===== config.mk =====
export PLATFORM = sky130hd
export DESIGN_NAME = itlb_ctrl
export DESIGN_NICKNAME = d
export VERILOG_FILES = /design/src/rtl/mms_pkg.sv /design/src/rtl/itlb_victim_sel.sv /design/src/rtl/itlb_ctrl.sv
export SDC_FILE = /design/constraint.sdc
export NUM_CORES = 1
export LEC_CHECK = 0
export ABC_AREA = 1
export CAP_MARGIN = 5
export CORE_AREA = 2 2 307 309
export DETAILED_ROUTE_END_ITERATION = 12
export DIE_AREA = 0 0 309 311
export PLACE_DENSITY_LB_ADDON = 0.3
export SLEW_MARGIN = 0
export SYNTH_ARGS = -nofsm -noshare
export SYNTH_HDL_FRONTEND = slang
export SYNTH_SLANG_ARGS = --single-unit

===== constraint.sdc =====
create_clock -name clk_i -period 3.85 [get_ports clk_i]
set_clock_uncertainty 0.1 [all_clocks]
set_input_delay 0.77 -clock clk_i [delete_from_list [all_inputs] [get_ports clk_i]]
set_output_delay 0.77 -clock clk_i [all_outputs]
set_load 0.01 [all_outputs]

===== src/rtl/mms_pkg.sv =====
// Shared memory-management types: PTE word, ITLB controller states and Sv39 sizing.
// `MXLEN falls back to 64 when the build does not supply it.
`ifndef MXLEN
`define MXLEN 64
`endif

package mms_pkg;

  localparam int ITLB_ENTRIES = 8;
  localparam int SV39_VPN_W   = 27;

  typedef logic [`MXLEN-1:0] pte_t;

  typedef enum logic [2:0] {
    ITLB_IDLE,
    ITLB_LOOKUP,
    ITLB_PTW_REQ,
    ITLB_PTW_WAIT,
    ITLB_REFILL
  } itlb_state_e;

endpackage


===== src/rtl/itlb_victim_sel.sv =====
// Refill victim choice: lowest-index invalid entry, otherwise the round-robin pointer.
// use_rr_o tells the controller whether to advance the pointer after the refill.
module itlb_victim_sel #(
  parameter int ENTRIES = 8,
  parameter int IDX_W   = 3
) (
  input  logic [ENTRIES-1:0] valid_i,
  input  logic [IDX_W-1:0]   rr_ptr_i,
  output logic [IDX_W-1:0]   victim_o,
  output logic               use_rr_o
);

  always_comb begin
    victim_o = rr_ptr_i;
    use_rr_o = 1'b1;
    // Scan downwards so the lowest invalid index is the last one written.
    for (int i = ENTRIES - 1; i >= 0; i--) begin
      if (!valid_i[i]) begin
        victim_o = IDX_W'(i);
        use_rr_o = 1'b0;
      end
    end
  end

endmodule


===== src/rtl/itlb_ctrl.sv =====
// Instruction TLB controller: owns valid bits and VPN tags, drives PTE-only entries and the PTW.
// Define ITLB_PERF_CNT_EN to add the perf_hit_o / perf_miss_o lookup counters.
module itlb_ctrl
  import mms_pkg::*;
#(
  parameter int ENTRIES = ITLB_ENTRIES,
  parameter int VPN_W   = SV39_VPN_W
) (
  input  logic                          clk_i,
  input  logic                          rst_i,
  input  logic                          req_valid_i,
  output logic                          req_ready_o,
  input  logic [VPN_W-1:0]              req_vpn_i,
  output logic                          resp_valid_o,
  output logic                          resp_hit_o,
  output logic                          resp_fault_o,
  output logic [`MXLEN-1:0]             resp_pte_o,
  output logic [ENTRIES-1:0]            entry_rd_en_o,
  output logic [ENTRIES-1:0]            entry_wr_en_o,
  output logic [`MXLEN-1:0]             entry_pte_wr_o,
  input  logic [ENTRIES-1:0][`MXLEN-1:0] entry_pte_rd_i,
  output logic                          ptw_req_valid_o,
  input  logic                          ptw_req_ready_i,
  output logic [VPN_W-1:0]              ptw_req_vpn_o,
  input  logic                          ptw_resp_valid_i,
  input  logic [`MXLEN-1:0]             ptw_resp_pte_i,
  input  logic                          ptw_resp_err_i,
`ifdef ITLB_PERF_CNT_EN
  output logic [31:0]                   perf_hit_o,
  output logic [31:0]                   perf_miss_o,
`endif
  input  logic                          flush_i
);

  localparam int IDX_W = (ENTRIES > 1) ? $clog2(ENTRIES) : 1;
  localparam logic [ENTRIES-1:0] ONE_HOT0 = ENTRIES'(1);

  itlb_state_e          state_q, state_d;
  logic [VPN_W-1:0]     vpn_q, vpn_d;
  logic [ENTRIES-1:0]   valid_q, valid_d;
  logic [IDX_W-1:0]     rr_q, rr_d;
  logic                 cancel_q, cancel_d;
  pte_t                 pte_q, pte_d;
  logic [VPN_W-1:0]     tag_q [ENTRIES];

  logic [ENTRIES-1:0]   match;
  logic                 hit_any;
  logic [IDX_W-1:0]     hit_idx;
  logic [IDX_W-1:0]     victim_idx;
  logic                 victim_use_rr;
  pte_t                 pte_or;
  logic                 lookup_hit;
  logic                 lookup_miss;

  for (genvar gi = 0; gi < ENTRIES; gi++) begin : g_entry
    assign match[gi] = valid_q[gi] && (tag_q[gi] == vpn_q);

    always_ff @(posedge clk_i) begin
      if (rst_i) begin
        tag_q[gi] <= '0;
      end else if (entry_wr_en_o[gi]) begin
        tag_q[gi] <= vpn_q;
      end
    end
  end

  // Duplicate tags cannot arise, but lowest index still wins if they do.
  always_comb begin
    hit_any = |match;
    hit_idx = '0;
    for (int i = ENTRIES - 1; i >= 0; i--) begin
      if (match[i]) hit_idx = IDX_W'(i);
    end
  end

  // Disabled entries return zero, so the OR yields the selected PTE.
  always_comb begin
    pte_or = '0;
    for (int i = 0; i < ENTRIES; i++) pte_or = pte_or | entry_pte_rd_i[i];
  end

  itlb_victim_sel #(
    .ENTRIES (ENTRIES),
    .IDX_W   (IDX_W)
  ) u_victim_sel (
    .valid_i  (valid_q),
    .rr_ptr_i (rr_q),
    .victim_o (victim_idx),
    .use_rr_o (victim_use_rr)
  );

  always_comb begin
    state_d         = state_q;
    vpn_d           = vpn_q;
    valid_d         = valid_q;
    rr_d            = rr_q;
    cancel_d        = cancel_q;
    pte_d           = pte_q;
    req_ready_o     = 1'b0;
    resp_valid_o    = 1'b0;
    resp_hit_o      = 1'b0;
    resp_fault_o    = 1'b0;
    resp_pte_o      = '0;
    entry_rd_en_o   = '0;
    entry_wr_en_o   = '0;
    entry_pte_wr_o  = '0;
    ptw_req_valid_o = 1'b0;
    ptw_req_vpn_o   = '0;
    lookup_hit      = 1'b0;
    lookup_miss     = 1'b0;

    // Outputs stay quiet while reset is held.
    if (!rst_i) begin
      if (flush_i) valid_d = '0;

      unique case (state_q)
        ITLB_IDLE: begin
          req_ready_o = !flush_i;
          if (req_valid_i && !flush_i) begin
            vpn_d   = req_vpn_i;
            state_d = ITLB_LOOKUP;
          end
        end

        ITLB_LOOKUP: begin
          if (flush_i) begin
            state_d = ITLB_IDLE;
          end else if (hit_any) begin
            entry_rd_en_o = ONE_HOT0 << hit_idx;
            resp_valid_o  = 1'b1;
            resp_hit_o    = 1'b1;
            resp_pte_o    = pte_or;
            lookup_hit    = 1'b1;
            state_d       = ITLB_IDLE;
          end else begin
            lookup_miss = 1'b1;
            state_d     = ITLB_PTW_REQ;
          end
        end

        ITLB_PTW_REQ: begin
          ptw_req_valid_o = 1'b1;
          ptw_req_vpn_o   = vpn_q;
          if (flush_i) cancel_d = 1'b1;
          if (ptw_req_ready_i) state_d = ITLB_PTW_WAIT;
        end

        ITLB_PTW_WAIT: begin
          if (flush_i) cancel_d = 1'b1;
          if (ptw_resp_valid_i) begin
            if (cancel_q || flush_i) begin
              // Walk was for a now-stale context: swallow it silently.
              cancel_d = 1'b0;
              state_d  = ITLB_IDLE;
            end else if (ptw_resp_err_i) begin
              resp_valid_o = 1'b1;
              resp_fault_o = 1'b1;
              state_d      = ITLB_IDLE;
            end else begin
              pte_d   = ptw_resp_pte_i;
              state_d = ITLB_REFILL;
            end
          end
        end

        ITLB_REFILL: begin
          if (!flush_i) begin
            entry_wr_en_o       = ONE_HOT0 << victim_idx;
            entry_pte_wr_o      = pte_q;
            valid_d[victim_idx] = 1'b1;
            resp_valid_o        = 1'b1;
            resp_pte_o          = pte_q;
            if (victim_use_rr) rr_d = rr_q + 1'b1;
          end
          state_d = ITLB_IDLE;
        end

        default: state_d = ITLB_IDLE;
      endcase
    end
  end

  always_ff @(posedge clk_i) begin
    if (rst_i) begin
      state_q  <= ITLB_IDLE;
      vpn_q    <= '0;
      valid_q  <= '0;
      rr_q     <= '0;
      cancel_q <= 1'b0;
      pte_q    <= '0;
    end else begin
      state_q  <= state_d;
      vpn_q    <= vpn_d;
      valid_q  <= valid_d;
      rr_q     <= rr_d;
      cancel_q <= cancel_d;
      pte_q    <= pte_d;
    end
  end

`ifdef ITLB_PERF_CNT_EN
  logic [31:0] perf_hit_q, perf_miss_q;

  always_ff @(posedge clk_i) begin
    if (rst_i) begin
      perf_hit_q  <= '0;
      perf_miss_q <= '0;
    end else begin
      if (lookup_hit)  perf_hit_q  <= perf_hit_q + 32'd1;
      if (lookup_miss) perf_miss_q <= perf_miss_q + 32'd1;
    end
  end

  assign perf_hit_o  = perf_hit_q;
  assign perf_miss_o = perf_miss_q;
`else
  logic unused_perf;
  assign unused_perf = lookup_hit ^ lookup_miss;
`endif

endmodule


==> results of run 1 <==
-- repair_timing --
action / CTS / global route
pin swaps: 76 / 57
resized for setup: 385 / 152
setup buffers: 48 / 17
setup endpoints to repair: 79 / 77
cloned: 8 / 0
-- registers in the layout (all words and copies together) (netlist names) --
register,cells
cancel_q,1
pte_q,64
rr_q,3
state_q,3
tag_q,216
valid_q,8
vpn_q,27
-- worst max-delay path, stage by stage (launching register included) --
cell and delay, ns:
sky130_fd_sc_hd__dfxtp_2 0.36, sky130_fd_sc_hd__clkinvlp_4 0.10, sky130_fd_sc_hd__buf_6 0.14, sky130_fd_sc_hd__buf_12 0.12
sky130_fd_sc_hd__buf_6 0.10, sky130_fd_sc_hd__nand2_1 0.04, sky130_fd_sc_hd__o21ai_1 0.06, sky130_fd_sc_hd__nor2_1 0.08
sky130_fd_sc_hd__nand2_1 0.10, sky130_fd_sc_hd__nor2_2 0.16, sky130_fd_sc_hd__nand3_2 0.10, sky130_fd_sc_hd__nand2_2 0.10
sky130_fd_sc_hd__nor2_4 0.06, sky130_fd_sc_hd__a21oi_4 0.16, sky130_fd_sc_hd__buf_12 0.16, sky130_fd_sc_hd__buf_12 0.14
sky130_fd_sc_hd__buf_16 0.14, sky130_fd_sc_hd__buf_12 0.13, sky130_fd_sc_hd__nand2_4 0.04, sky130_fd_sc_hd__a21oi_2 0.12
sky130_fd_sc_hd__buf_2 0.14
-- kinds of logic after synthesis --
group | synth area share
adders and majority gates | 0.000717
xor gates and xnor gates | 0.0286
DFF | 0.494
buffers and inverters | 0.0759
AOI/OAI and AO/OA | 0.0672
and+or+nand+nor | 0.334
-- layout make-up --
class,instances,share of cell area
repair buffers,1118,0.351
flip-flops and latches,322,0.271
multi-input cells,1676,0.268
well taps,1254,0.0492
clock buffers,49,0.0314
inverters,186,0.0231
clock inverters,16,0.00463
diodes,19,0.00149
-- stage by stage --
stage	instances	TNS (ns)
3_5_place_dp	4494	-6.12
3_3_place_gp	4494	-5.06
5_1_grt	4637	-9.98
6_report	4640	-3.55
4_1_cts	4609	-1.87
2_1_floorplan	2323	0
-- final timing paths --
path,to,from,slack [ns],depth (start not counted)
worst max-delay path,resp_pte_o[63],vpn_q[6],-0.15,20
worst min-delay path,rr_q[2],rr_q[2],0.39,2
worst max register to register,vpn_q[8],state_q[1],1.31,6
worst min register to register,rr_q[2],rr_q[2],0.39,2
-- synthesized netlist by cell type, drive strengths merged --
cell	count
clkbuf	90
nor2	548
nand2	589
edfxtp	216
xor2	4
o21ai	121
xnor2	53
o311ai	1
nand3	40
clkinv	3
o22ai	3
nor4	132
dfxtp	106
or2	22
ha	1
nand4	50
a21oi	101
inv	183
a21boi	1
nor3	9
buf	49
nand3b	1
-- power by group through the flow --
stage / clock [mW] / sequential [mW] / combinational (mW)
floorplan: 0 / 3.89 / 0.511
global placement: 0 / 3.92 / 1.71
detailed placement: 0 / 3.92 / 1.71
CTS: 3.55 / 3.86 / 1.83
global route: 3.67 / 3.87 / 1.94
finish: 3.51 / 3.86 / 1.85
-- metal layers --
metal	vias up	wire length, µm
met5	-	33
met4	4	5740
met3	217	12400
met2	1177	67600
met1	10200	55200
li1	9637	-
==> metrics.txt, run 1 <==
# TYPE chip_impl_metric gauge
chip_impl_info{name="status",value="finished, violations left"} 1
chip_impl_info{name="violations_in_the_final_reports",value="setup timing"} 1
chip_impl_metric{name="sequentialPowerShare",unit=""} 0.418
chip_impl_metric{name="overflow",unit=""} 0
chip_impl_metric{name="via_density_per_instance",unit=""} 4.58
chip_impl_metric{name="ys_warn_count",unit=""} 0
chip_impl_metric{name="mappedNetlistArea",unit="mm²"} 0.0174
chip_impl_info{name="crit_path_start_kind",value="flip-flop"} 1
chip_impl_metric{name="max-vdd-ir-drop",unit="V"} 0.000285
chip_impl_metric{name="timing_hold_violations_final",unit=""} 0
chip_impl_metric{name="path_clk_slew",unit="ns"} 0.06
chip_impl_metric{name="fp-row-count",unit=""} 112
chip_impl_metric{name="postSynthCellCount",unit=""} 2323
chip_impl_metric{name="largest_net_degree_at_the_start_of_global_routing",unit=""} 61
chip_impl_metric{name="worstPathRequired",unit="ns"} 2.98
chip_impl_metric{name="power-per-cell-area",unit="mW/mm²"} 289
chip_impl_metric{name="timing.hold.ws",unit="ns"} 0.389
chip_impl_metric{name="drt_pass1_iterations",unit=""} 8
chip_impl_metric{name="slew_viol_final",unit=""} 0
chip_impl_info{name="tritoncts",value="done"} 1
chip_impl_metric{name="route.detailed.drc",unit=""} 0
chip_impl_metric{name="cap_viol_max_count",unit=""} 0
chip_impl_metric{name="clock_period_minus_final_worst_setup_slack",unit="ns"} 4.00
chip_impl_info{name="ys_top_cells_by_area",value="sky130_fd_sc_hd__edfxtp_1 (37%), sky130_fd_sc_hd__nand2_1 (12%), sky130_fd_sc_hd__dfxtp_1 (12%), sky130_fd_sc_hd__nor2_1 (12%), sky130_fd_sc_hd__nor4_1 (4.7%)"} 1
chip_impl_metric{name="multi_input_comb_area",unit="mm²"} 0.00855
chip_impl_metric{name="fillers",unit=""} 9839
chip_impl_metric{name="fp.dieArea",unit="mm²"} 0.0961
chip_impl_info{name="setup.worst_path.end_class",value="primary output"} 1
chip_impl_metric{name="core_occupancy_in_the_finished_layout",unit=""} 0.344
chip_impl_metric{name="area_of_the_core",unit="mm²"} 0.0928
chip_impl_metric{name="intPower",unit="mW"} 6.75
chip_impl_metric{name="total_leakage_power",unit="nW"} 12.1
chip_impl_metric{name="dp_slack",unit="ns"} -0.203
chip_impl_metric{name="yosys.area.top_type_share",unit=""} 0.372
chip_impl_metric{name="io-pin-count",unit=""} 786
chip_impl_metric{name="postSynthAreaPerCell",unit="µm²"} 7.51
chip_impl_info{name="unrepaired_setup_endpoints_after_global_routing",value="true"} 1
chip_impl_metric{name="switching_pwr",unit="mW"} 2.48
chip_impl_metric{name="input_output_buffers",unit=""} 785
chip_impl_metric{name="final.period_utilization",unit=""} 1.04
chip_impl_metric{name="grt_use_total",unit=""} 0.285
chip_impl_metric{name="postSynthNetCount",unit=""} 2934
chip_impl_metric{name="report.final.setup_viol",unit=""} 56
chip_impl_info{name="highest_count_cells_in_the_layout_ignoring_fill_and_taps",value="sky130_fd_sc_hd__clkdlybuf4s50_1 (669), sky130_fd_sc_hd__nor2_1 (518), sky130_fd_sc_hd__nand2_1 (507)"} 1
chip_impl_metric{name="globalRouteMet3Util",unit=""} 0.0632
chip_impl_metric{name="die_height",unit="µm"} 311
chip_impl_metric{name="use_met2",unit=""} 0.485
chip_impl_metric{name="critPathMaxFanout",unit=""} 7
chip_impl_metric{name="holdBufCountCts",unit=""} 0
chip_impl_metric{name="clock_tree.buffer_depth",unit=""} 3
chip_impl_metric{name="clock.fmax",unit="GHz"} 0.250
chip_impl_metric{name="clock_latency",unit="ns"} 0.56
chip_impl_metric{name="cp.arrival",unit="ns"} 3.13
chip_impl_info{name="clock_tree.root_cell",value="sky130_fd_sc_hd__clkbuf_16"} 1
chip_impl_metric{name="area.sequential",unit="mm²"} 0.00864
chip_impl_info{name="global_route.peak_usage_layer",value="met2"} 1
chip_impl_metric{name="place_hpwl",unit="mm"} 118
chip_impl_metric{name="area_delta_synth_final",unit="%"} 82.9
chip_impl_info{name="layout.cells.most_common",value="sky130_fd_sc_hd__clkdlybuf4s50_1"} 1
chip_impl_metric{name="p_total",unit="mW"} 9.22
chip_impl_metric{name="timing.max_slew.rel_slack",unit=""} 0.548
chip_impl_metric{name="count_of_nets_left_with_antenna_violations_after_detail_routing",unit=""} 0
chip_impl_metric{name="dpl_cell_area",unit="mm²"} 0.0289
chip_impl_metric{name="gp_routability_congestion",unit=""} 1.02
chip_impl_metric{name="ctsHtreeMaxLevel",unit=""} 2
chip_impl_info{name="path_class",value="reg -> out"} 1
chip_impl_metric{name="wire_length_of_the_first_global_routing_pass",unit="mm"} 183
chip_impl_metric{name="ys_seq_elements",unit=""} 322
chip_impl_metric{name="seq_area_frac_synth",unit=""} 0.494
chip_impl_info{name="hold_path_class",value="reg -> reg"} 1
chip_impl_metric{name="dr_total_vias",unit=""} 21200
chip_impl_info{name="synth_area_leader_cell",value="sky130_fd_sc_hd__edfxtp_1"} 1
chip_impl_metric{name="postLayoutSetupSlackWorst",unit="ns"} -0.147
chip_impl_metric{name="number_of_global_route_vias_before_repair",unit=""} 20600
chip_impl_metric{name="detail_route.iter0.violations",unit=""} 2302
chip_impl_metric{name="power.share.switching",unit=""} 0.269
chip_impl_metric{name="global_route.usage.met1",unit=""} 0.353
chip_impl_metric{name="numCtsBuffers",unit=""} 36
chip_impl_metric{name="clkSinkCount",unit=""} 322
chip_impl_metric{name="drive_above_1_share",unit=""} 0.228
chip_impl_metric{name="share_comb_of_total_power",unit=""} 0.201
chip_impl_metric{name="route.final.wire_length",unit="mm"} 141
chip_impl_metric{name="ys_types",unit=""} 31
chip_impl_metric{name="die_width",unit="µm"} 309
chip_impl_metric{name="worst_slew_pin_slew",unit="ns"} 0.678
chip_impl_metric{name="layout.cell_area.non_filler",unit="mm²"} 0.0319
chip_impl_metric{name="initial_utilization",unit=""} 0.188
chip_impl_metric{name="drt-wirelength-per-cell",unit="µm"} 30.4
chip_impl_metric{name="final_net_count",unit=""} 3951
chip_impl_metric{name="share_clk_of_total_power",unit=""} 0.381
chip_impl_metric{name="antenna_found_initial",unit=""} 55
No activity file was read; power rests on OpenSTA's default activity.
==> run 2, diff against run 1 <==
--- a/config.mk
+++ b/config.mk
@@ -10,6 +10,7 @@
 export CORE_AREA = 2 2 307 309
 export DETAILED_ROUTE_END_ITERATION = 12
 export DIE_AREA = 0 0 309 311
+export GPL_TIMING_DRIVEN = 0
 export PLACE_DENSITY_LB_ADDON = 0.3
 export SLEW_MARGIN = 0
 export SYNTH_ARGS = -nofsm -noshare
==> run 2 against run 1 <==
- the run still ends with setup timing left
- hold slack improved by 0.00081 ns
- register-to-register slack got worse by 0.34 ns
- sequential share of layout area grew 0.83 points
- total power rose by 1.9%
- count of clock-buffer cells in the layout rose by 3
- non-clock buffer count down 108
- first-iteration DRC count fell by 3.8%
- critical path type unchanged
- highest routed layer unchanged
==> metrics.txt, run 2 (same netlist as run 1, synthesis figures left out) <==
# TYPE chip_impl_metric gauge
chip_impl_metric{name="input_output_buffers",unit=""} 784
chip_impl_info{name="setup.worst_path.end_class",value="primary output"} 1
chip_impl_metric{name="fillers",unit=""} 9880
chip_impl_metric{name="die_height",unit="µm"} 311
chip_impl_metric{name="clock_period_minus_final_worst_setup_slack",unit="ns"} 4.15
chip_impl_info{name="violations_in_the_final_reports",value="setup timing"} 1
chip_impl_metric{name="critPathMaxFanout",unit=""} 6
chip_impl_info{name="critical_path.startpoint",value="vpn_q[13]"} 1
chip_impl_metric{name="post-place-cells",unit=""} 4363
chip_impl_info{name="path_class",value="reg -> out"} 1
chip_impl_metric{name="drt_pass1_iterations",unit=""} 5
chip_impl_metric{name="power-per-cell-area",unit="mW/mm²"} 304
chip_impl_metric{name="drt-wirelength-per-cell",unit="µm"} 32.1
chip_impl_metric{name="path_clk_slew",unit="ns"} 0.06
chip_impl_metric{name="cp.arrival",unit="ns"} 3.28
chip_impl_metric{name="numCtsBuffers",unit=""} 37
chip_impl_metric{name="area_of_the_core",unit="mm²"} 0.0928
chip_impl_info{name="status",value="finished, violations left"} 1
chip_impl_metric{name="timing_hold_violations_final",unit=""} 0
chip_impl_metric{name="sequentialPowerShare",unit=""} 0.409
chip_impl_metric{name="clock_tree.buffer_depth",unit=""} 3
chip_impl_metric{name="largest_net_degree_at_the_start_of_global_routing",unit=""} 28
chip_impl_metric{name="clock_latency",unit="ns"} 0.56
chip_impl_metric{name="intPower",unit="mW"} 6.81
chip_impl_metric{name="drive_above_1_share",unit=""} 0.183
chip_impl_metric{name="largest_reg_flops",unit=""} 216
chip_impl_metric{name="dp_slack",unit="ns"} -1.26
chip_impl_metric{name="timing.hold.ws",unit="ns"} 0.390
chip_impl_metric{name="grt_use_total",unit=""} 0.292
chip_impl_metric{name="area.sequential",unit="mm²"} 0.00863
chip_impl_metric{name="clock.fmax",unit="GHz"} 0.241
chip_impl_info{name="tritoncts",value="done"} 1
chip_impl_metric{name="final_net_count",unit=""} 3845
chip_impl_metric{name="r2r_slack",unit="ns"} 0.97
chip_impl_metric{name="holdBufCountCts",unit=""} 0
chip_impl_info{name="cp_cell_sequence",value="buf_8 -> inv_8 -> nand2_4 -> nand4_1 -> nor2_1 -> nand2_1 -> nor2_4 -> nand2_4 -> nand2_4 -> nor2_4 -> a21oi_2 -> buf_6 -> buf_12 -> buf_12 -> buf_12 -> nand2_4 -> a21oi_4 -> buf_6"} 1
chip_impl_metric{name="power.share.switching",unit=""} 0.275
chip_impl_metric{name="switching_pwr",unit="mW"} 2.58
chip_impl_metric{name="count_of_nets_left_with_antenna_violations_after_detail_routing",unit=""} 0
chip_impl_metric{name="max-vdd-ir-drop",unit="V"} 0.000259
chip_impl_info{name="timing.rr.start",value="state_q[1]"} 1
chip_impl_metric{name="detail_route.iter0.violations",unit=""} 2214
chip_impl_metric{name="initial_utilization",unit=""} 0.188
chip_impl_metric{name="cap_viol_max_count",unit=""} 0
chip_impl_metric{name="wire_length_of_the_first_global_routing_pass",unit="mm"} 184
chip_impl_info{name="cp_common_cell",value="sky130_fd_sc_hd__nand2_4"} 1
chip_impl_metric{name="final.period_utilization",unit=""} 1.08
chip_impl_metric{name="gp_routability_congestion",unit=""} 1.04
chip_impl_metric{name="area_delta_synth_final",unit="%"} 77.3
chip_impl_metric{name="via_density_per_instance",unit=""} 4.66
chip_impl_metric{name="fp.dieArea",unit="mm²"} 0.0961
chip_impl_info{name="top_register",value="tag_q"} 1
chip_impl_metric{name="share_comb_of_total_power",unit=""} 0.196
chip_impl_metric{name="fp-row-count",unit=""} 112
chip_impl_metric{name="multi_input_comb_area",unit="mm²"} 0.00880
chip_impl_info{name="hp-start",value="rr_q[2]"} 1
chip_impl_metric{name="setup_total_negative_slack",unit="ns"} -13.89
chip_impl_metric{name="timing.max_slew.rel_slack",unit=""} 0.192
chip_impl_metric{name="report.final.setup_viol",unit=""} 67
chip_impl_metric{name="share_clk_of_total_power",unit=""} 0.395
chip_impl_info{name="layout.cells.most_common",value="sky130_fd_sc_hd__clkdlybuf4s50_1"} 1
chip_impl_info{name="clock_tree.root_cell",value="sky130_fd_sc_hd__clkbuf_16"} 1
chip_impl_info{name="hold_path_class",value="reg -> reg"} 1
chip_impl_metric{name="worstPathRequired",unit="ns"} 2.98
chip_impl_info{name="highest_count_cells_in_the_layout_ignoring_fill_and_taps",value="sky130_fd_sc_hd__clkdlybuf4s50_1 (683), sky130_fd_sc_hd__nand2_1 (488), sky130_fd_sc_hd__nor2_1 (487)"} 1
chip_impl_metric{name="overflow",unit=""} 0
chip_impl_metric{name="ctsHtreeMaxLevel",unit=""} 2
chip_impl_metric{name="number_of_global_route_vias_before_repair",unit=""} 19800
chip_impl_metric{name="slew_viol_final",unit=""} 0
chip_impl_info{name="unrepaired_setup_endpoints_after_global_routing",value="true"} 1
chip_impl_metric{name="worst_slew_pin_slew",unit="ns"} 1.21
chip_impl_metric{name="postLayoutSetupSlackWorst",unit="ns"} -0.302
chip_impl_metric{name="total_leakage_power",unit="nW"} 11.5
chip_impl_metric{name="crit_path_max_incr_delay",unit="ns"} 0.33
chip_impl_info{name="layout_top_registers",value="tag_q: 216 flops, pte_q: 64 flops, vpn_q: 27 flops"} 1
chip_impl_metric{name="layoutNonFillerInstCount",unit=""} 4539
chip_impl_metric{name="antenna_found_initial",unit=""} 59
chip_impl_metric{name="dr_total_vias",unit=""} 21200
chip_impl_info{name="cpMaxStageDelayCell",value="sky130_fd_sc_hd__dfxtp_2"} 1
chip_impl_info{name="crit_path_start_kind",value="flip-flop"} 1
chip_impl_metric{name="clkSinkCount",unit=""} 322
chip_impl_metric{name="route.final.wire_length",unit="mm"} 146
chip_impl_metric{name="io-pin-count",unit=""} 786
chip_impl_metric{name="die_width",unit="µm"} 309
chip_impl_metric{name="place_hpwl",unit="mm"} 121
chip_impl_metric{name="route.detailed.drc",unit=""} 0
chip_impl_metric{name="p_total",unit="mW"} 9.40
==> run 2: cell types whose count changed in the layout (fill, tap and decap cells not counted), sizes merged, moves of 2 or more <==
cell           before  now
buf               445  202
clkbuf             50  144
dlygate4sd2         0   18
clkdlybuf4s50     669  683
clkdlybuf4s15       0    8
dlymetal6s2s        1    7
inv               183  177
clkinvlp            5    9
diode              19   22
bufbuf              2    0
clkinv             12   14
==> run 2: area by class of cell <==
type,count,area share
Antenna cell,22,0.00178
Buffer,130,0.0305
Clock buffer,52,0.0341
Clock inverter,16,0.00611
Inverter,186,0.0265
Multi-Input combinational cell,1676,0.284
Sequential cell,322,0.279
Tap cell,1254,0.0507
Timing Repair Buffer,880,0.287
Timing Repair inverter,1,0.000202
==> run 2: power by group through the flow <==
stage / combinational, mW / clock (mW) / sequential [mW]
floorplan: 0.511 / 0 / 3.89
global placement: 1.60 / 0 / 3.91
detailed placement: 1.60 / 0 / 3.91
CTS: 1.75 / 3.72 / 3.84
global route: 1.91 / 3.82 / 3.85
finish: 1.84 / 3.71 / 3.84
==> run 2: critical path: cells and delay by family, from the launching register on <==
family | cells | cell delay, ns
and+or+nand+nor | 9 | 1.14
AOI/OAI and AO/OA | 2 | 0.29
buffers and inverters | 7 | 0.94
DFF | 1 | 0.33
==> run 2: metal layers <==
layer | vias to the layer above | track usage | share of wire
li1 | 9445 | - | -
met1 | 10100 | 0.340 | 0.37
met2 | 1363 | 0.485 | 0.47
met3 | 265 | 0.0866 | 0.10
met4 | 22 | 0.144 | 0.054
met5 | - | 0 | 0.00093
==> run 2: stage by stage <==
step                area [µm²]   util
finish                   30900  0.333
detailed placement       26900  0.290
global route             30900  0.333
CTS                      29800  0.321
floorplan                17400      -
global placement         26900  0.290
==> run 2: what timing repair did <==
item                       in CTS  in global routing
gates resized for setup       789                168
pin swaps                      51                 85
setup buffers                  40                 48
setup endpoints to repair     168                102
gates cloned                    6                  1
==> run 2: path summary, 6_finish.rpt <==
| check | to | cells after the start |
|---|---|---|
| worst max register to register | pte_q[60] | 7 |
| worst max-delay path | resp_pte_o[38] | 18 |
| worst min-delay path | rr_q[2] | 2 |
| worst min register to register | rr_q[2] | 2 |
==> run 3, diff against run 2 <==
--- a/config.mk
+++ b/config.mk
@@ -5,13 +5,13 @@
 export SDC_FILE = /design/constraint.sdc
 export NUM_CORES = 1
 export LEC_CHECK = 0
-export ABC_AREA = 1
 export CAP_MARGIN = 5
-export CORE_AREA = 2 2 307 309
+export CORE_AREA = 2 2 308 310
 export DETAILED_ROUTE_END_ITERATION = 12
-export DIE_AREA = 0 0 309 311
+export DIE_AREA = 0 0 310 312
 export GPL_TIMING_DRIVEN = 0
 export PLACE_DENSITY_LB_ADDON = 0.3
+export REMOVE_ABC_BUFFERS = 1
 export SLEW_MARGIN = 0
 export SYNTH_ARGS = -nofsm -noshare
 export SYNTH_HDL_FRONTEND = slang
==> run 3 against run 2 <==
- the flow still finishes with violations (setup timing)
- cell area increased by 0.39%
- final cell count down 13%
- largest power group unchanged
- setup slack gained 0.087 ns
- highest routed layer unchanged
==> metrics.txt, run 3 <==
# TYPE chip_impl_metric gauge
chip_impl_metric{name="seq_area_frac_synth",unit=""} 0.488
chip_impl_metric{name="number_of_global_route_vias_before_repair",unit=""} 16300
chip_impl_metric{name="global_route.usage.met1",unit=""} 0.275
chip_impl_info{name="timing.rr.start",value="state_q[1]"} 1
chip_impl_metric{name="largest_reg_flops",unit=""} 216
chip_impl_info{name="post-synth-top-count-cell",value="sky130_fd_sc_hd__and2_1"} 1
chip_impl_info{name="path_class",value="reg -> out"} 1
chip_impl_metric{name="postLayoutSetupSlackWorst",unit="ns"} -0.215
chip_impl_metric{name="clock.fmax",unit="GHz"} 0.246
chip_impl_metric{name="numCtsBuffers",unit=""} 38
chip_impl_metric{name="mappedNetlistArea",unit="mm²"} 0.0176
chip_impl_info{name="critical_path.top_delay_family",value="simple AND/OR/NAND/NOR gates"} 1
chip_impl_info{name="hold_path_class",value="reg -> reg"} 1
chip_impl_metric{name="drt-wirelength-per-cell",unit="µm"} 29.6
chip_impl_metric{name="p_total",unit="mW"} 9.02
chip_impl_info{name="setup.worst_path.end_class",value="primary output"} 1
chip_impl_metric{name="drt_pass1_iterations",unit=""} 5
chip_impl_metric{name="critPathMaxFanout",unit=""} 6
chip_impl_metric{name="via_density_per_instance",unit=""} 4.24
chip_impl_metric{name="max-vdd-ir-drop",unit="V"} 0.000360
chip_impl_metric{name="report.final.setup_viol",unit=""} 61
chip_impl_metric{name="worstPathRequired",unit="ns"} 2.98
chip_impl_metric{name="clock_period_minus_final_worst_setup_slack",unit="ns"} 4.07
chip_impl_info{name="tritoncts",value="done"} 1
chip_impl_metric{name="postSynthAreaPerCell",unit="µm²"} 10.4
chip_impl_metric{name="die_width",unit="µm"} 310
chip_impl_metric{name="post-place-cells",unit=""} 3633
chip_impl_metric{name="power-per-cell-area",unit="mW/mm²"} 291
chip_impl_metric{name="worst_slew_pin_slew",unit="ns"} 1.08
chip_impl_metric{name="count_of_nets_left_with_antenna_violations_after_detail_routing",unit=""} 0
chip_impl_info{name="ys_top_cells_by_area",value="sky130_fd_sc_hd__edfxtp_1 (37%), sky130_fd_sc_hd__dfxtp_1 (12%), sky130_fd_sc_hd__and2_1 (11%), sky130_fd_sc_hd__xor2_1 (5.7%), sky130_fd_sc_hd__or4_1 (5.5%)"} 1
chip_impl_metric{name="area_delta_synth_final",unit="%"} 76.2
chip_impl_info{name="synth_area_leader_cell",value="sky130_fd_sc_hd__edfxtp_1"} 1
chip_impl_info{name="layout_top_registers",value="tag_q: 216 flops, pte_q: 64 flops, vpn_q: 27 flops"} 1
chip_impl_metric{name="antenna_found_initial",unit=""} 58
chip_impl_metric{name="ys_warn_count",unit=""} 0
chip_impl_info{name="synth_common_cells",value="sky130_fd_sc_hd__and2_1 (308), sky130_fd_sc_hd__edfxtp_1 (216), sky130_fd_sc_hd__nand2_1 (196)"} 1
chip_impl_metric{name="fp-row-count",unit=""} 112
chip_impl_info{name="hold-path-endpoint",value="pte_q[47]"} 1
chip_impl_metric{name="synth-edff-count",unit=""} 216
chip_impl_metric{name="clock_tree.buffer_depth",unit=""} 3
chip_impl_metric{name="grt_use_total",unit=""} 0.230
chip_impl_metric{name="holdBufCountCts",unit=""} 0
chip_impl_info{name="ys.flop_type",value="sky130_fd_sc_hd__edfxtp_1"} 1
chip_impl_metric{name="postSynthCellCount",unit=""} 1692
chip_impl_info{name="global_route.peak_usage_layer",value="met2"} 1
chip_impl_metric{name="timing.max_slew.rel_slack",unit=""} 0.281
chip_impl_metric{name="path_clk_slew",unit="ns"} 0.06
chip_impl_metric{name="cap_viol_max_count",unit=""} 0
chip_impl_info{name="cp_common_cell",value="sky130_fd_sc_hd__buf_12"} 1
chip_impl_metric{name="r2r_slack",unit="ns"} 1.03
chip_impl_metric{name="worstRegToRegCells",unit=""} 4
chip_impl_metric{name="fillers",unit=""} 9604
chip_impl_info{name="top_register",value="tag_q"} 1
chip_impl_info{name="layout.cells.most_common",value="sky130_fd_sc_hd__clkdlybuf4s50_1"} 1
chip_impl_metric{name="timing.critical_path.buf_inv",unit=""} 6
chip_impl_info{name="crit_path_start_kind",value="flip-flop"} 1
chip_impl_metric{name="crit_path_max_incr_delay",unit="ns"} 0.38
chip_impl_metric{name="area_of_the_core",unit="mm²"} 0.0930
chip_impl_metric{name="wire_length_of_the_first_global_routing_pass",unit="mm"} 148
chip_impl_metric{name="cp.arrival",unit="ns"} 3.20
chip_impl_metric{name="globalRouteMet3Util",unit=""} 0.0932
chip_impl_metric{name="use_met2",unit=""} 0.373
chip_impl_metric{name="route.detailed.drc",unit=""} 0
chip_impl_metric{name="ctsHtreeMaxLevel",unit=""} 2
chip_impl_metric{name="ys_seq_elements",unit=""} 322
chip_impl_metric{name="io-pin-count",unit=""} 786
chip_impl_metric{name="overflow",unit=""} 0
chip_impl_metric{name="place_hpwl",unit="mm"} 87.7
chip_impl_metric{name="slew_viol_final",unit=""} 0
chip_impl_metric{name="largest_net_degree_at_the_start_of_global_routing",unit=""} 58
chip_impl_metric{name="final_net_count",unit=""} 3234
chip_impl_metric{name="timing_hold_violations_final",unit=""} 0
chip_impl_metric{name="fp.dieArea",unit="mm²"} 0.0967
chip_impl_info{name="hp-start",value="pte_q[47]"} 1
chip_impl_metric{name="route.final.wire_length",unit="mm"} 116
chip_impl_info{name="cp_cell_sequence",value="buf_12 -> xor2_1 -> nor4_2 -> nand4_1 -> or2_4 -> nand4_4 -> o21ai_4 -> buf_8 -> buf_12 -> buf_12 -> buf_8 -> o21bai_4 -> buf_6"} 1
chip_impl_metric{name="hold_path_depth",unit=""} 2
chip_impl_metric{name="initial_utilization",unit=""} 0.189
chip_impl_info{name="highest_count_cells_in_the_layout_ignoring_fill_and_taps",value="sky130_fd_sc_hd__clkdlybuf4s50_1 (699), sky130_fd_sc_hd__and2_1 (306), sky130_fd_sc_hd__edfxtp_1 (216)"} 1
chip_impl_metric{name="layoutNonFillerInstCount",unit=""} 3929
chip_impl_metric{name="detail_route.iter0.violations",unit=""} 1123
chip_impl_metric{name="ys_types",unit=""} 50
chip_impl_info{name="cpMaxStageDelayCell",value="sky130_fd_sc_hd__dfxtp_4"} 1
chip_impl_metric{name="total_leakage_power",unit="nW"} 11.5
chip_impl_metric{name="gp_routability_congestion",unit=""} 0.922
chip_impl_metric{name="die_height",unit="µm"} 312
chip_impl_info{name="violations_in_the_final_reports",value="setup timing"} 1
chip_impl_metric{name="dp_slack",unit="ns"} -1.80
chip_impl_metric{name="dr_total_vias",unit=""} 16700
chip_impl_metric{name="yosys.area.top_type_share",unit=""} 0.368
chip_impl_metric{name="drive_above_1_share",unit=""} 0.196
chip_impl_info{name="capture_instance_of_the_worst_register_to_register_path",value="tag_q[1][87]"} 1
chip_impl_metric{name="final.period_utilization",unit=""} 1.06
chip_impl_metric{name="clock_latency",unit="ns"} 0.59
chip_impl_metric{name="input_output_buffers",unit=""} 785
chip_impl_metric{name="clkSinkCount",unit=""} 322
chip_impl_info{name="unrepaired_setup_endpoints_after_global_routing",value="true"} 1
chip_impl_info{name="clock_tree.root_cell",value="sky130_fd_sc_hd__clkbuf_16"} 1
chip_impl_info{name="status",value="finished, violations left"} 1
chip_impl_metric{name="timing.hold.ws",unit="ns"} 0.349
chip_impl_metric{name="synth-async-reset-ratio",unit=""} 0
run 3: how the worst max path moves through the flow:
| stage | from | end | slack, ns | cells past startpoint |
|---|---|---|---|---|
| after floorplan | vpn_q[19] | resp_pte_o[0] | -2.24 | 7 |
| after global placement | rst_i | entry_wr_en_o[5] | -8.21 | 6 |
| after detailed placement | flush_i | entry_wr_en_o[4] | -1.80 | 6 |
| after CTS | vpn_q[23] | resp_pte_o[1] | -0.23 | 13 |
| after global routing | vpn_q[20] | resp_pte_o[52] | -0.29 | 13 |
| final | vpn_q[0] | resp_pte_o[26] | -0.22 | 13 |
run 3: cell type report:
cell class | instances | area, µm² | share of cell area
timing repair buffer | 1013 | 10600 | 0.341
antenna | 22 | 55.1 | 0.00177
sequential | 322 | 8710 | 0.281
clock buffer | 45 | 1000 | 0.0322
clock inverter | 25 | 290 | 0.00935
multi-input combinational | 1240 | 8810 | 0.284
inverter | 8 | 35.0 | 0.00113
tap | 1254 | 1570 | 0.0505
run 3: worst reg2reg max path: stages, from the launching register on:
cell and delay (ns):
sky130_fd_sc_hd__dfxtp_1 0.44, sky130_fd_sc_hd__nor3_1 0.60, sky130_fd_sc_hd__nand3_1 0.36, sky130_fd_sc_hd__o21bai_2 0.75
sky130_fd_sc_hd__buf_8 0.26
run 3: logic make-up after synthesis:
family | count (synthesis) | synth area share
adders and majority gates | 1 | 0.000710
and+or+nand+nor | 825 | 0.264
buffers and inverters | 135 | 0.0437
xor gates and xnor gates | 218 | 0.108
AOI/OAI and AO/OA | 189 | 0.0942
DFF | 322 | 0.488
muxes | 2 | 0.00114
run 3: report_power, final:
group          internal, mW  switching, mW  total, mW
sequential             3.79          0.101       3.89
combinational         0.847          0.498       1.35
clock                  2.16           1.62       3.78
total                  6.80           2.22       9.02
run 3: routing by layer:
metal	vias to the layer above	share of wire
met2	781	0.46
met5	-	0.0017
met4	28	0.033
li1	7774	-
met3	162	0.11
met1	7914	0.39
run 3: per-stage QoR:
stage / instance area (µm²) / TNS [ns] / util
2_1_floorplan: 16900 / -127.21 / -
3_3_place_gp: 26300 / -3477.34 / 0.283
3_5_place_dp: 26800 / -214.25 / 0.288
4_1_cts: 30500 / -8.01 / 0.328
5_1_grt: 31000 / -11.66 / 0.333
6_report: 31100 / -6.53 / 0.334
run 3: what timing repair did:
action | 4_1_cts | 5_1_grt
gates cloned | 10 | 0
pin swaps | 78 | 47
setup endpoints to repair | 202 | 82
resized for setup | 547 | 76
buffers inserted | 169 | 29
